$ cat config.mk
export PLATFORM = sky130hd
export DESIGN_NAME = speedctl_pi_flat
export DESIGN_NICKNAME = d
export VERILOG_FILES = /design/src/rtl/speedctl_pkg.sv /design/src/rtl/speedctl_pi_if.sv /design/src/rtl/speedctl_pi_quad_decoder.sv /design/src/rtl/speedctl_pi.sv /design/src/flat_wrapper.sv
export SDC_FILE = /design/constraint.sdc
export NUM_CORES = 1
export LEC_CHECK = 0
export BUFFER_PORTS_ARGS = -buffer_cell sky130_fd_sc_hd__buf_2
export CORE_ASPECT_RATIO = 1.5
export CORE_MARGIN = 5
export CORE_UTILIZATION = 45
export CTS_BUF_LIST = sky130_fd_sc_hd__clkbuf_4 sky130_fd_sc_hd__clkbuf_8 sky130_fd_sc_hd__clkbuf_16
export DETAILED_ROUTE_END_ITERATION = 16
export PLACE_DENSITY = 0.66
export SLEW_MARGIN = 20
export SYNTH_ARGS = -nofsm -noshare
export SYNTH_HDL_FRONTEND = slang
export SYNTH_SLANG_ARGS = --single-unit
$ cat constraint.sdc
create_clock -name clk -period 14 [get_ports clk]
set_input_delay 1.4 -clock clk [delete_from_list [all_inputs] [get_ports clk]]
set_output_delay 1.4 -clock clk [all_outputs]
set_load 0.05 [all_outputs]
$ cat src/rtl/speedctl_pkg.sv
// Shared types and helpers for the speedctl_pi wheel speed controller.
// RAMP_STEP is only consumed when SPEEDCTL_RAMP_EN is defined.
package speedctl_pkg;

  typedef enum logic [1:0] {
    IDLE   = 2'b00,
    COUNT  = 2'b01,
    UPDATE = 2'b10
  } state_t;

  localparam logic signed [31:0] RAMP_STEP = 32'sd4;

  function automatic logic signed [31:0] clamp_s32(input logic signed [31:0] v,
                                                   input logic signed [31:0] lim);
    logic signed [31:0] r;
    if (v > lim) r = lim;
    else if (v < -lim) r = -lim;
    else r = v;
    return r;
  endfunction

endpackage

$ cat src/rtl/speedctl_pi_if.sv
// Planner/encoder/H-bridge signal bundle of one speedctl_pi wheel channel.
interface speedctl_pi_if #(
  parameter int CNT_W = 16
);
  logic                    enc_a;
  logic                    enc_b;
  logic signed [15:0]      deg_s;
  logic                    pwm;
  logic                    dir;
  logic signed [CNT_W-1:0] measured;
  logic                    update;
  logic                    saturated;

  modport master (output enc_a, enc_b, deg_s,
                  input  pwm, dir, measured, update, saturated);
  modport slave  (input  enc_a, enc_b, deg_s,
                  output pwm, dir, measured, update, saturated);
endinterface

$ cat src/rtl/speedctl_pi_quad_decoder.sv
// x1 quadrature decode: synchronise A/B, flag each rising edge of A with B as direction.
module quad_decoder (
  input  logic clk,
  input  logic enable,
  input  logic enc_a,
  input  logic enc_b,
  output logic step,
  output logic step_dir
);
  logic [1:0] a_sync_r;
  logic [1:0] b_sync_r;
  logic       a_prev_r;

  // Two-flop synchronisers plus the edge-detect history flop.
  always_ff @(posedge clk or negedge enable) begin
    if (!enable) begin
      a_sync_r <= 2'b00;
      b_sync_r <= 2'b00;
      a_prev_r <= 1'b0;
    end else begin
      a_sync_r <= {a_sync_r[0], enc_a};
      b_sync_r <= {b_sync_r[0], enc_b};
      a_prev_r <= a_sync_r[1];
    end
  end

  assign step     = a_sync_r[1] & ~a_prev_r;
  assign step_dir = b_sync_r[1];
endmodule

$ cat src/rtl/speedctl_pi.sv
// speedctl_pi: windowed PI speed loop with anti-windup and sign/magnitude PWM.
// Define SPEEDCTL_RAMP_EN to slew-limit the target by RAMP_STEP counts per window.
module speedctl_pi #(
  parameter int CLK_HZ      = 16000000,
  parameter int LOG_DIVIDER = 3,
  parameter int KP_SHIFT    = 3,
  parameter int KI_SHIFT    = 1,
  parameter int DUTY_W      = 10,
  parameter int CNT_W       = 16,
  parameter int INT_MAX     = 4095
) (
  input logic          clk,
  input logic          enable,
  speedctl_pi_if.slave bus
);
  import speedctl_pkg::*;

  localparam int                      TICKS      = CLK_HZ >> LOG_DIVIDER;
  localparam logic [31:0]             TIMER_LOAD = 32'(TICKS - 1);
  localparam logic signed [31:0]      DUTY_MAX   = (32'sd1 <<< DUTY_W) - 32'sd1;
  localparam logic signed [31:0]      INT_LIM    = INT_MAX;
  localparam logic signed [31:0]      CNT_LIM32  = (32'sd1 <<< (CNT_W - 1)) - 32'sd1;
  localparam logic signed [CNT_W-1:0] CNT_LIM    = CNT_LIM32[CNT_W-1:0];
  localparam logic signed [CNT_W-1:0] CNT_NLIM   = -CNT_LIM;
  localparam logic signed [CNT_W-1:0] CNT_ONE    = CNT_W'(32'sd1);
  localparam logic [DUTY_W-1:0]       PWM_ONE    = DUTY_W'(32'd1);

  state_t                  state_r;
  logic [31:0]             timer_r;
  logic signed [CNT_W-1:0] count_r;
  logic signed [CNT_W-1:0] measured_r;
  logic signed [31:0]      integ_r;
  logic signed [DUTY_W:0]  duty_r;
  logic                    sat_r;
  logic                    update_r;
  logic [DUTY_W-1:0]       pwm_cnt_r;
  logic                    pwm_r;

  logic                    step_s;
  logic                    step_dir_s;
  logic signed [CNT_W-1:0] count_base_s;
  logic signed [CNT_W-1:0] count_next_s;
  logic signed [31:0]      target_raw_s;
  logic signed [31:0]      target_s;
  logic signed [31:0]      err_s;
  logic signed [31:0]      integ_new_s;
  logic signed [31:0]      duty_new_s;
  logic                    hold_s;
  logic [DUTY_W-1:0]       duty_mag_s;
`ifdef SPEEDCTL_RAMP_EN
  logic signed [31:0]      ramp_r;
  logic signed [31:0]      ramp_new_s;
`endif

  quad_decoder u_quad (
    .clk      (clk),
    .enable   (enable),
    .enc_a    (bus.enc_a),
    .enc_b    (bus.enc_b),
    .step     (step_s),
    .step_dir (step_dir_s)
  );

  // Saturating pulse counter; the UPDATE cycle restarts from zero but keeps its own pulse.
  always_comb begin
    count_base_s = (state_r == UPDATE) ? {CNT_W{1'b0}} : count_r;
    if (step_s && !step_dir_s && (count_base_s != CNT_LIM)) count_next_s = count_base_s + CNT_ONE;
    else if (step_s && step_dir_s && (count_base_s != CNT_NLIM)) count_next_s = count_base_s - CNT_ONE;
    else count_next_s = count_base_s;
  end

  // PI step evaluated for the UPDATE cycle, all in 32-bit signed arithmetic.
  always_comb begin
    target_raw_s = 32'(bus.deg_s) >>> LOG_DIVIDER;
`ifdef SPEEDCTL_RAMP_EN
    if (target_raw_s - ramp_r > RAMP_STEP) ramp_new_s = ramp_r + RAMP_STEP;
    else if (target_raw_s - ramp_r < -RAMP_STEP) ramp_new_s = ramp_r - RAMP_STEP;
    else ramp_new_s = target_raw_s;
    target_s = ramp_new_s;
`else
    target_s = target_raw_s;
`endif
    err_s       = target_s - 32'(count_r);
    hold_s      = sat_r && (err_s[31] == duty_r[DUTY_W]);
    integ_new_s = hold_s ? integ_r : clamp_s32(integ_r + err_s, INT_LIM);
    duty_new_s  = clamp_s32((err_s <<< KP_SHIFT) + (integ_new_s >>> KI_SHIFT), DUTY_MAX);
    duty_mag_s  = duty_r[DUTY_W] ? DUTY_W'(-duty_r) : duty_r[DUTY_W-1:0];
  end

  // Window sequencer and loop state; a zero command clears the loop on the next clock.
  always_ff @(posedge clk or negedge enable) begin
    if (!enable) begin
      state_r    <= IDLE;
      timer_r    <= 32'd0;
      count_r    <= {CNT_W{1'b0}};
      measured_r <= {CNT_W{1'b0}};
      integ_r    <= 32'sd0;
      duty_r     <= {(DUTY_W+1){1'b0}};
      sat_r      <= 1'b0;
      update_r   <= 1'b0;
    end else begin
      update_r <= 1'b0;
      case (state_r)
        IDLE: begin
          state_r <= COUNT;
          timer_r <= TIMER_LOAD;
          count_r <= {CNT_W{1'b0}};
        end
        COUNT: begin
          count_r <= count_next_s;
          if (timer_r == 32'd0) state_r <= UPDATE;
          else timer_r <= timer_r - 32'd1;
        end
        UPDATE: begin
          measured_r <= count_r;
          count_r    <= count_next_s;
          integ_r    <= integ_new_s;
          duty_r     <= duty_new_s[DUTY_W:0];
          sat_r      <= (duty_new_s == DUTY_MAX) || (duty_new_s == -DUTY_MAX);
          update_r   <= 1'b1;
          timer_r    <= TIMER_LOAD;
          state_r    <= COUNT;
        end
        default: state_r <= IDLE;
      endcase
      if (bus.deg_s == 16'sd0) begin
        integ_r <= 32'sd0;
        duty_r  <= {(DUTY_W+1){1'b0}};
        sat_r   <= 1'b0;
      end
    end
  end

`ifdef SPEEDCTL_RAMP_EN
  // Ramp advances once per window and drops to zero with the command.
  always_ff @(posedge clk or negedge enable) begin
    if (!enable) ramp_r <= 32'sd0;
    else if (bus.deg_s == 16'sd0) ramp_r <= 32'sd0;
    else if (state_r == UPDATE) ramp_r <= ramp_new_s;
    else ramp_r <= ramp_r;
  end
`endif

  // Free-running PWM carrier and registered magnitude comparator.
  always_ff @(posedge clk or negedge enable) begin
    if (!enable) begin
      pwm_cnt_r <= {DUTY_W{1'b0}};
      pwm_r     <= 1'b0;
    end else begin
      pwm_cnt_r <= pwm_cnt_r + PWM_ONE;
      pwm_r     <= (pwm_cnt_r < duty_mag_s);
    end
  end

  assign bus.pwm       = pwm_r;
  assign bus.dir       = duty_r[DUTY_W];
  assign bus.measured  = measured_r;
  assign bus.update    = update_r;
  assign bus.saturated = sat_r;
endmodule

$ cat src/flat_wrapper.sv
// flat-port wrapper written by rule: the top's interface ports become plain ports
module speedctl_pi_flat import speedctl_pkg::*;
#(
  parameter int CLK_HZ      = 16000000,
  parameter int LOG_DIVIDER = 3,
  parameter int KP_SHIFT    = 3,
  parameter int KI_SHIFT    = 1,
  parameter int DUTY_W      = 10,
  parameter int CNT_W       = 16,
  parameter int INT_MAX     = 4095
)
  (clk, enable, bus_enc_a, bus_enc_b, bus_deg_s, bus_pwm, bus_dir, bus_measured, bus_update, bus_saturated);
  speedctl_pi_if #(.CNT_W(CNT_W)) bus_i ();
  input logic clk;
  input logic enable;
  input wire logic [$bits(bus_i.enc_a)-1:0] bus_enc_a;
  input wire logic [$bits(bus_i.enc_b)-1:0] bus_enc_b;
  input wire logic [$bits(bus_i.deg_s)-1:0] bus_deg_s;
  output wire logic [$bits(bus_i.pwm)-1:0] bus_pwm;
  output wire logic [$bits(bus_i.dir)-1:0] bus_dir;
  output wire logic [$bits(bus_i.measured)-1:0] bus_measured;
  output wire logic [$bits(bus_i.update)-1:0] bus_update;
  output wire logic [$bits(bus_i.saturated)-1:0] bus_saturated;
  assign bus_i.enc_a = bus_enc_a;
  assign bus_i.enc_b = bus_enc_b;
  assign bus_i.deg_s = bus_deg_s;
  assign bus_pwm = bus_i.pwm;
  assign bus_dir = bus_i.dir;
  assign bus_measured = bus_i.measured;
  assign bus_update = bus_i.update;
  assign bus_saturated = bus_i.saturated;
  speedctl_pi #(.CLK_HZ(CLK_HZ), .LOG_DIVIDER(LOG_DIVIDER), .KP_SHIFT(KP_SHIFT), .KI_SHIFT(KI_SHIFT), .DUTY_W(DUTY_W), .CNT_W(CNT_W), .INT_MAX(INT_MAX)) u_core (.clk(clk), .enable(enable), .bus(bus_i));
endmodule
==> out/qor.yml, run 1 <==
start_kind: "input pin"
vias_per_cell: 6.040
drive_above_1_share: 0.08496
fmax_ghz: 0.07784
die_x_um: 139.7
tritoncts: "yes"
syn_area_per_cell_um2: 8.024
clockBufferDepth: 2
antenna_found_initial: 0
fin_ws_ns: 1.153
grt_pass1_wl_um: 52870
gp_congestion: 0.9402
route.vias.total: 10655
powerDensity_nw_per_um2: 229.3
synth_mux_area_frac: 0.01952
portBuffers: 39
layout.cells.non_filler: 1764
power_mw: 2.838
grt_max_degree: 86
p_clk_frac: 0.153
synth_top_area_cell: "dfrtp_1"
syn_inst: 1414
switchingPower_mw: 1.491
cpMostUsedCell: "ha_1"
synth-simple-area-share: 0.2221
setup_viol: 0
slew_viol_final: 0
critical_path_class: "input pin to register"
critPathCaptureType: "register"
path_max_fanout: 19
placed_cells: 1732
route.detailed.wl_per_inst_um: 18.00
synth_area_leaders: "dfrtp_1 (28%), ha_1 (11%), xnor2_1 (5.1%)"
cts_sinks: 127
switching_share: 0.5253
clkLatencyLatePin_ns: 0.44
cts_made_buffers: 17
dp_slack_ns: 0.8390
num_antenna_cells: 0
fin_crit_sh: 0.9176
cts-root-buf: "clkbuf_16"
vdd.ir_drop.worst_v: 0.0001372
relSlewSlack: 0.4182
critical-path-top-delay-family: "compound AO/OA/AOI/OAI gates"
synth_compound_area_frac: 0.2431
area_growth_pct: 9.076
seqPwrFrac: 0.152
p_leak_nw: 5.552
tns_ns: 0
grt_overflow_total: 0
synth_ff_type: "dfrtp_1"
cpMaxStageDelayCell: "ha_1"
synth_seq_cells: 127
yosysMostFrequentCell: "nand2_1"
die-height_um: 204.5
totalWireLength_um: 31750
cts_hold_buf: 0
hp-class: "register to register"
ant_nets: 0
rows: 71
drtPass1Iterations: 5
dieArea_um2: 28550
hold_viol: 0
status: "finished clean"
finalCriticalPeriod_ns: 12.85
synth_top_cell_area_share: 0.2801
synth_async_sr_flop_share: 1.000
arrival_ns: 13.22
nets: 1547
multi_input_area_um2: 7750
hold_ws_ns: 0.3491
ys_top_cells_by_count: "nand2_1 (145), nor2_1 (136), dfrtp_1 (127), a21oi_1 (111), o21ai_0 (108)"
p_int_mw: 1.347
num-fill-cells: 2380
synth_top_family_by_area: "compound AO/OA/AOI/OAI gates"
start_util: 0.4545
ys_seq_area_frac: 0.2801
tightestPinTransition_ns: 0.8728
combinationalPowerShare: 0.696
synth_edf_count: 0
design.core.area_um2: 24960
post_cts_buffers: 0
cts_resized: 0
syn_area_um2: 11350
finClkSkew_ns: 0.01121
synth_fp_nets: 1538
critPathMaxStageDelay_ns: 0.78
htreeDepth: 4
ys_types: 78
sequential_cell_area_um2: 3178
drc_errors: 0
yosys.area_share.adder: 0.1167
ys_warn_count: 0
critPathBufInv: 2
first_global_vias: 10654
cap_violations: 0
required_ns: 14.37
track_usage: 0.2250
rsz0062_at_grt: "no"
clk_pin_slew_ns: 0.06
hpwl_um: 24040
io_pins: 40
synth_xor_area_frac: 0.08028
drt-initial-drc-count: 675
[per-layer routing]
metal | part of all wire | vias up | GRT usage
li1 | - | 5189 | -
met1 | 0.41 | 5114 | 0.2510
met2 | 0.52 | 265 | 0.4125
met3 | 0.034 | 87 | 0.03488
met4 | 0.044 | 0 | 0.1143
met5 | 0 | - | 0
[state kept, by name (all words and copies together), names as in the netlist]
signal	cells
u_core.count_r	16
u_core.state_r	2
u_core.bus.saturated	1
u_core.duty_r	11
u_core.u_quad.a_sync_r	2
u_core.pwm_cnt_r	10
u_core.bus.measured	16
u_core.integ_r	32
u_core.bus.pwm	1
u_core.timer_r	32
u_core.bus.update	1
u_core.u_quad.a_prev_r	1
u_core.u_quad.b_sync_r	2
[cell usage in the layout, fill, tap and decap left out, drive strengths merged, types with 13 or more instances in the layout]
cell type and instances:
nand2 145, nor2 136, o21ai 134, dfrtp 127, a21oi 111, ha 101, xnor2 66, inv 54
buf 49, nand3 43, xor2 38, a31oi 32, a21o 29, nor4 29, nor3 28, nand2b 23
nand4 21, clkbuf 18, mux2 17, o21a 15, or3 15, and3 15, nor2b 14, a211oi 13
[power groups by stage]
| stage | Sequential, mW | Combinational [mW] | Clock, mW |
|---|---|---|---|
| global placement | 0.436 | 1.93 | 0 |
| floorplan | 0.412 | 1.51 | 0 |
| detailed placement | 0.436 | 1.94 | 0 |
| global route | 0.433 | 2.19 | 0.461 |
| CTS | 0.429 | 1.95 | 0.442 |
| finish | 0.430 | 1.97 | 0.434 |
[worst reg2reg max path: cells and delay by family, from the launching register on]
family / cells / cell delay (ns)
compound gates: 23 / 5.95
xor+xnor: 3 / 0.63
fa+ha+maj: 5 / 2.12
buf+inv: 3 / 0.48
flops: 1 / 0.36
simple gates: 17 / 2.72
[per-stage QoR]
step / utilization / cell area (um^2)
3_3_place_gp: 0.4728 / 11800
4_1_cts: 0.4958 / 12380
3_5_place_dp: 0.4728 / 11800
6_report: 0.4958 / 12380
5_1_grt: 0.4958 / 12380
2_1_floorplan: - / 11350
[layout make-up]
type / instances / area share
Multi-Input combinational cell: 1178 / 0.6262
Sequential cell: 127 / 0.2568
Clock buffer: 18 / 0.03549
Tap cell: 328 / 0.03316
Timing Repair Buffer: 49 / 0.02234
Inverter: 50 / 0.01517
Clock inverter: 14 / 0.01082
[cell families after synthesis]
family / count (synthesis)
adder cells (fa/ha/maj): 104
AND/OR/NAND/NOR: 516
multiplexers: 20
XOR/XNOR: 104
flip-flops: 127
AO/OA/AOI/OAI: 434
buffers and inverters: 109
[path summary, 6_finish.rpt]
kind	start	end	slack, ns	depth (start not counted)
setup / recovery	bus_deg_s[4]	u_core.bus.saturated	1.15	50
hold / removal	u_core.u_quad.a_sync_r[0]	u_core.u_quad.a_sync_r[1]	0.35	0
setup reg to reg	u_core.count_r[1]	u_core.bus.saturated	1.64	51
hold reg to reg	u_core.u_quad.a_sync_r[0]	u_core.u_quad.a_sync_r[1]	0.35	0
max in group asynchronous	enable	u_core.count_r[13]	11.75	2
min in group asynchronous	enable	u_core.pwm_cnt_r[2]	0.94	1
(Power assumes the default switching activity.)
==> run 2, diff against run 1 <==
==> constraint.sdc (replaced) <==
create_clock -name clk -period 14 [get_ports clk]
set_input_delay 0.7 -clock clk [delete_from_list [all_inputs] [get_ports clk]]
set_output_delay 0.7 -clock clk [all_outputs]
set_load 0.05 [all_outputs]
==> run 2 against run 1 <==
  * Total power grew 1.9%
  * Critical path type is now register to register
  * Cell area is 0.50% higher
  * Clock power increased by 13%
  * Critical path depth did not move
  * Routed wire length is 0.25% higher
  * Worst setup slack improved by 0.60 ns
  * Worst hold slack worse by 0.10 ns
  * Combinational power about the same
  * Sequential power rose by 1%
==> out/qor.yml, run 2 (synthesized netlist as in run 1, its figures left out) <==
dieArea_um2: 28550  # unchanged
io_pins: 40  # unchanged
design.core.area_um2: 24960  # unchanged
die_x_um: 139.7  # unchanged
rrSetupSlack_ns: 1.76  # was 1.64 ns
finalCriticalPeriod_ns: 12.24  # was 12.85 ns
grt_overflow_total: 0  # unchanged
cts_resized: 0  # unchanged
crit_start: "u_core.count_r[1]"  # was bus_deg_s[4]
critPathMaxStageDelay_ns: 0.62  # was 0.78 ns
r2r-end: "u_core.bus.saturated"  # unchanged
vias_per_cell: 6.058  # was 6.040
cts_hold_buf: 0  # unchanged
rsz0062_at_grt: "no"  # unchanged
ant_nets: 0  # unchanged
layout.cells.non_filler: 1763  # was 1,764
rows: 71  # unchanged
cts-root-buf: "clkbuf_16"  # unchanged
track_usage: 0.2274  # was 0.2250
vdd.ir_drop.worst_v: 0.0001478  # was 0.0001372 V
hpwl_um: 23770  # was 24,040 um
start_kind: "register"  # was input pin
critPathCapture: "u_core.bus.saturated"  # unchanged
reg_top3: "u_core.integ_r x32, u_core.timer_r x32"  # unchanged
arrival_ns: 12.61  # was 13.22 ns
drt-initial-drc-count: 740  # was 675
status: "finished clean"  # unchanged
fin_crit_sh: 0.8746  # was 0.9176
antenna_found_initial: 0  # unchanged
num_antenna_cells: 0  # unchanged
wl_met3_um: 1186  # was 1091 um
fmax_ghz: 0.08167  # was 0.07784 GHz
drtPass1Iterations: 5  # unchanged
placed_cells: 1731  # was 1,732
dp_slack_ns: 1.885  # was 0.8390 ns
reg2reg_from: "u_core.count_r[1]"  # unchanged
route.vias.total: 10681  # was 10,655
routedLengthMet1_um: 13150  # was 12,870 um
tns_ns: 0  # unchanged
cpMostUsedCell: "ha_1"  # unchanged
required_ns: 14.37  # about the same
drc_errors: 0  # unchanged
hold_viol: 0  # unchanged
start_util: 0.4545  # unchanged
cap_violations: 0  # unchanged
finClkSkew_ns: 0.02037  # was 0.01121 ns
p_leak_nw: 5.584  # was 5.552 nW
clkLatencyLatePin_ns: 0.44  # about the same
critPathCaptureType: "register"  # unchanged
clockBufferDepth: 2  # unchanged
clk_pin_slew_ns: 0.07  # was 0.06 ns
slew_viol_final: 0  # unchanged
wl_met2_um: 16200  # was 16,390 um
htreeDepth: 4  # unchanged
cts_sinks: 127  # unchanged
layout_common_cells: "nand2_1 (145), nor2_1 (136), dfrtp_1 (127), a21oi_1 (111), o21ai_0 (108)"  # unchanged
route.detailed.wl_per_inst_um: 18.05  # was 18.00 um
gp_congestion: 0.9526  # was 0.9402
hp-class: "input pin to async pin"  # was register to register
area_growth_pct: 9.616  # was 9.076%
cts_made_buffers: 17  # unchanged
final_util: 0.4982  # was 0.4958
tightestPinTransition_ns: 0.9019  # was 0.8728 ns
powerDensity_nw_per_um2: 232.5  # was 229.3 nW/um^2
final_common_cell: "nand2_1"  # unchanged
first_global_vias: 10702  # was 10,654
grt_max_degree: 86  # unchanged
path_max_fanout: 13  # was 19
tritoncts: "yes"  # unchanged
fin_ws_ns: 1.756  # was 1.153 ns
grt_pass1_wl_um: 53590  # was 52,870 um
portBuffers: 39  # unchanged
relSlewSlack: 0.3987  # was 0.4182
cpMaxStageDelayCell: "a2111oi_0"  # was ha_1
drive_above_1_share: 0.08432  # was 0.08496
die-height_um: 204.5  # unchanged
route.top_layer_used: "met4"  # unchanged
r2r_cells: 50  # was 51
setup_viol: 0  # unchanged
post_cts_buffers: 0  # unchanged
hold_ws_ns: 0.2487  # was 0.3491 ns
nets: 1546  # was 1,547
critical_path_class: "register to register"  # was input pin to register
totalWireLength_um: 31830  # was 31,750 um
-- run 2: where the power goes --
part	internal, mW	leakage [nW]	switching [mW]	total [mW]
combinational	0.707	3.66	1.26	1.97
clock	0.311	0.314	0.179	0.489
sequential	0.388	1.61	0.0481	0.436
-- run 2: worst min path at each step --
stage                                   start                        end  cells past startpoint
global route                           enable        u_core.pwm_cnt_r[3]                      1
global placement    u_core.u_quad.a_sync_r[0]  u_core.u_quad.a_sync_r[1]                      0
floorplan           u_core.u_quad.a_sync_r[0]  u_core.u_quad.a_sync_r[1]                      0
CTS                                    enable        u_core.pwm_cnt_r[3]                      1
detailed placement  u_core.u_quad.b_sync_r[0]  u_core.u_quad.b_sync_r[1]                      0
finish                                 enable        u_core.pwm_cnt_r[4]                      1
-- run 2: area by class of cell --
type / count / area, um^2
multi-input combinational: 1178 / 7750
inverter: 50 / 187.7
fill: 2355 / 12530
timing repair buffer: 48 / 269.0
tap: 328 / 410.4
sequential: 127 / 3178
clock buffer: 20 / 460.4
clock inverter: 12 / 181.4
-- run 2: worst max-delay path, delay by kind of cell (launching register included) --
| kind | cells | cell delay [ns] |
|---|---|---|
| compound gates | 21 | 5.46 |
| xor+xnor | 3 | 0.59 |
| fa+ha+maj | 5 | 1.94 |
| buf+inv | 2 | 0.19 |
| flops | 1 | 0.55 |
| simple gates | 19 | 3.39 |
-- run 2: stage by stage --
step           instance area, um^2  power (mW)
5_1_grt                      12440       3.130
4_1_cts                      12440       2.869
3_3_place_gp                 11800       2.354
2_1_floorplan                11350       1.924
3_5_place_dp                 11800       2.367
6_report                     12440       2.892
-- run 2: metal layers --
layer | GRT usage | vias to the layer above
met1 | 0.2625 | 5122
met4 | 0.1066 | 0
met5 | 0 | -
met3 | 0.03230 | 75
met2 | 0.4130 | 288
li1 | - | 5196
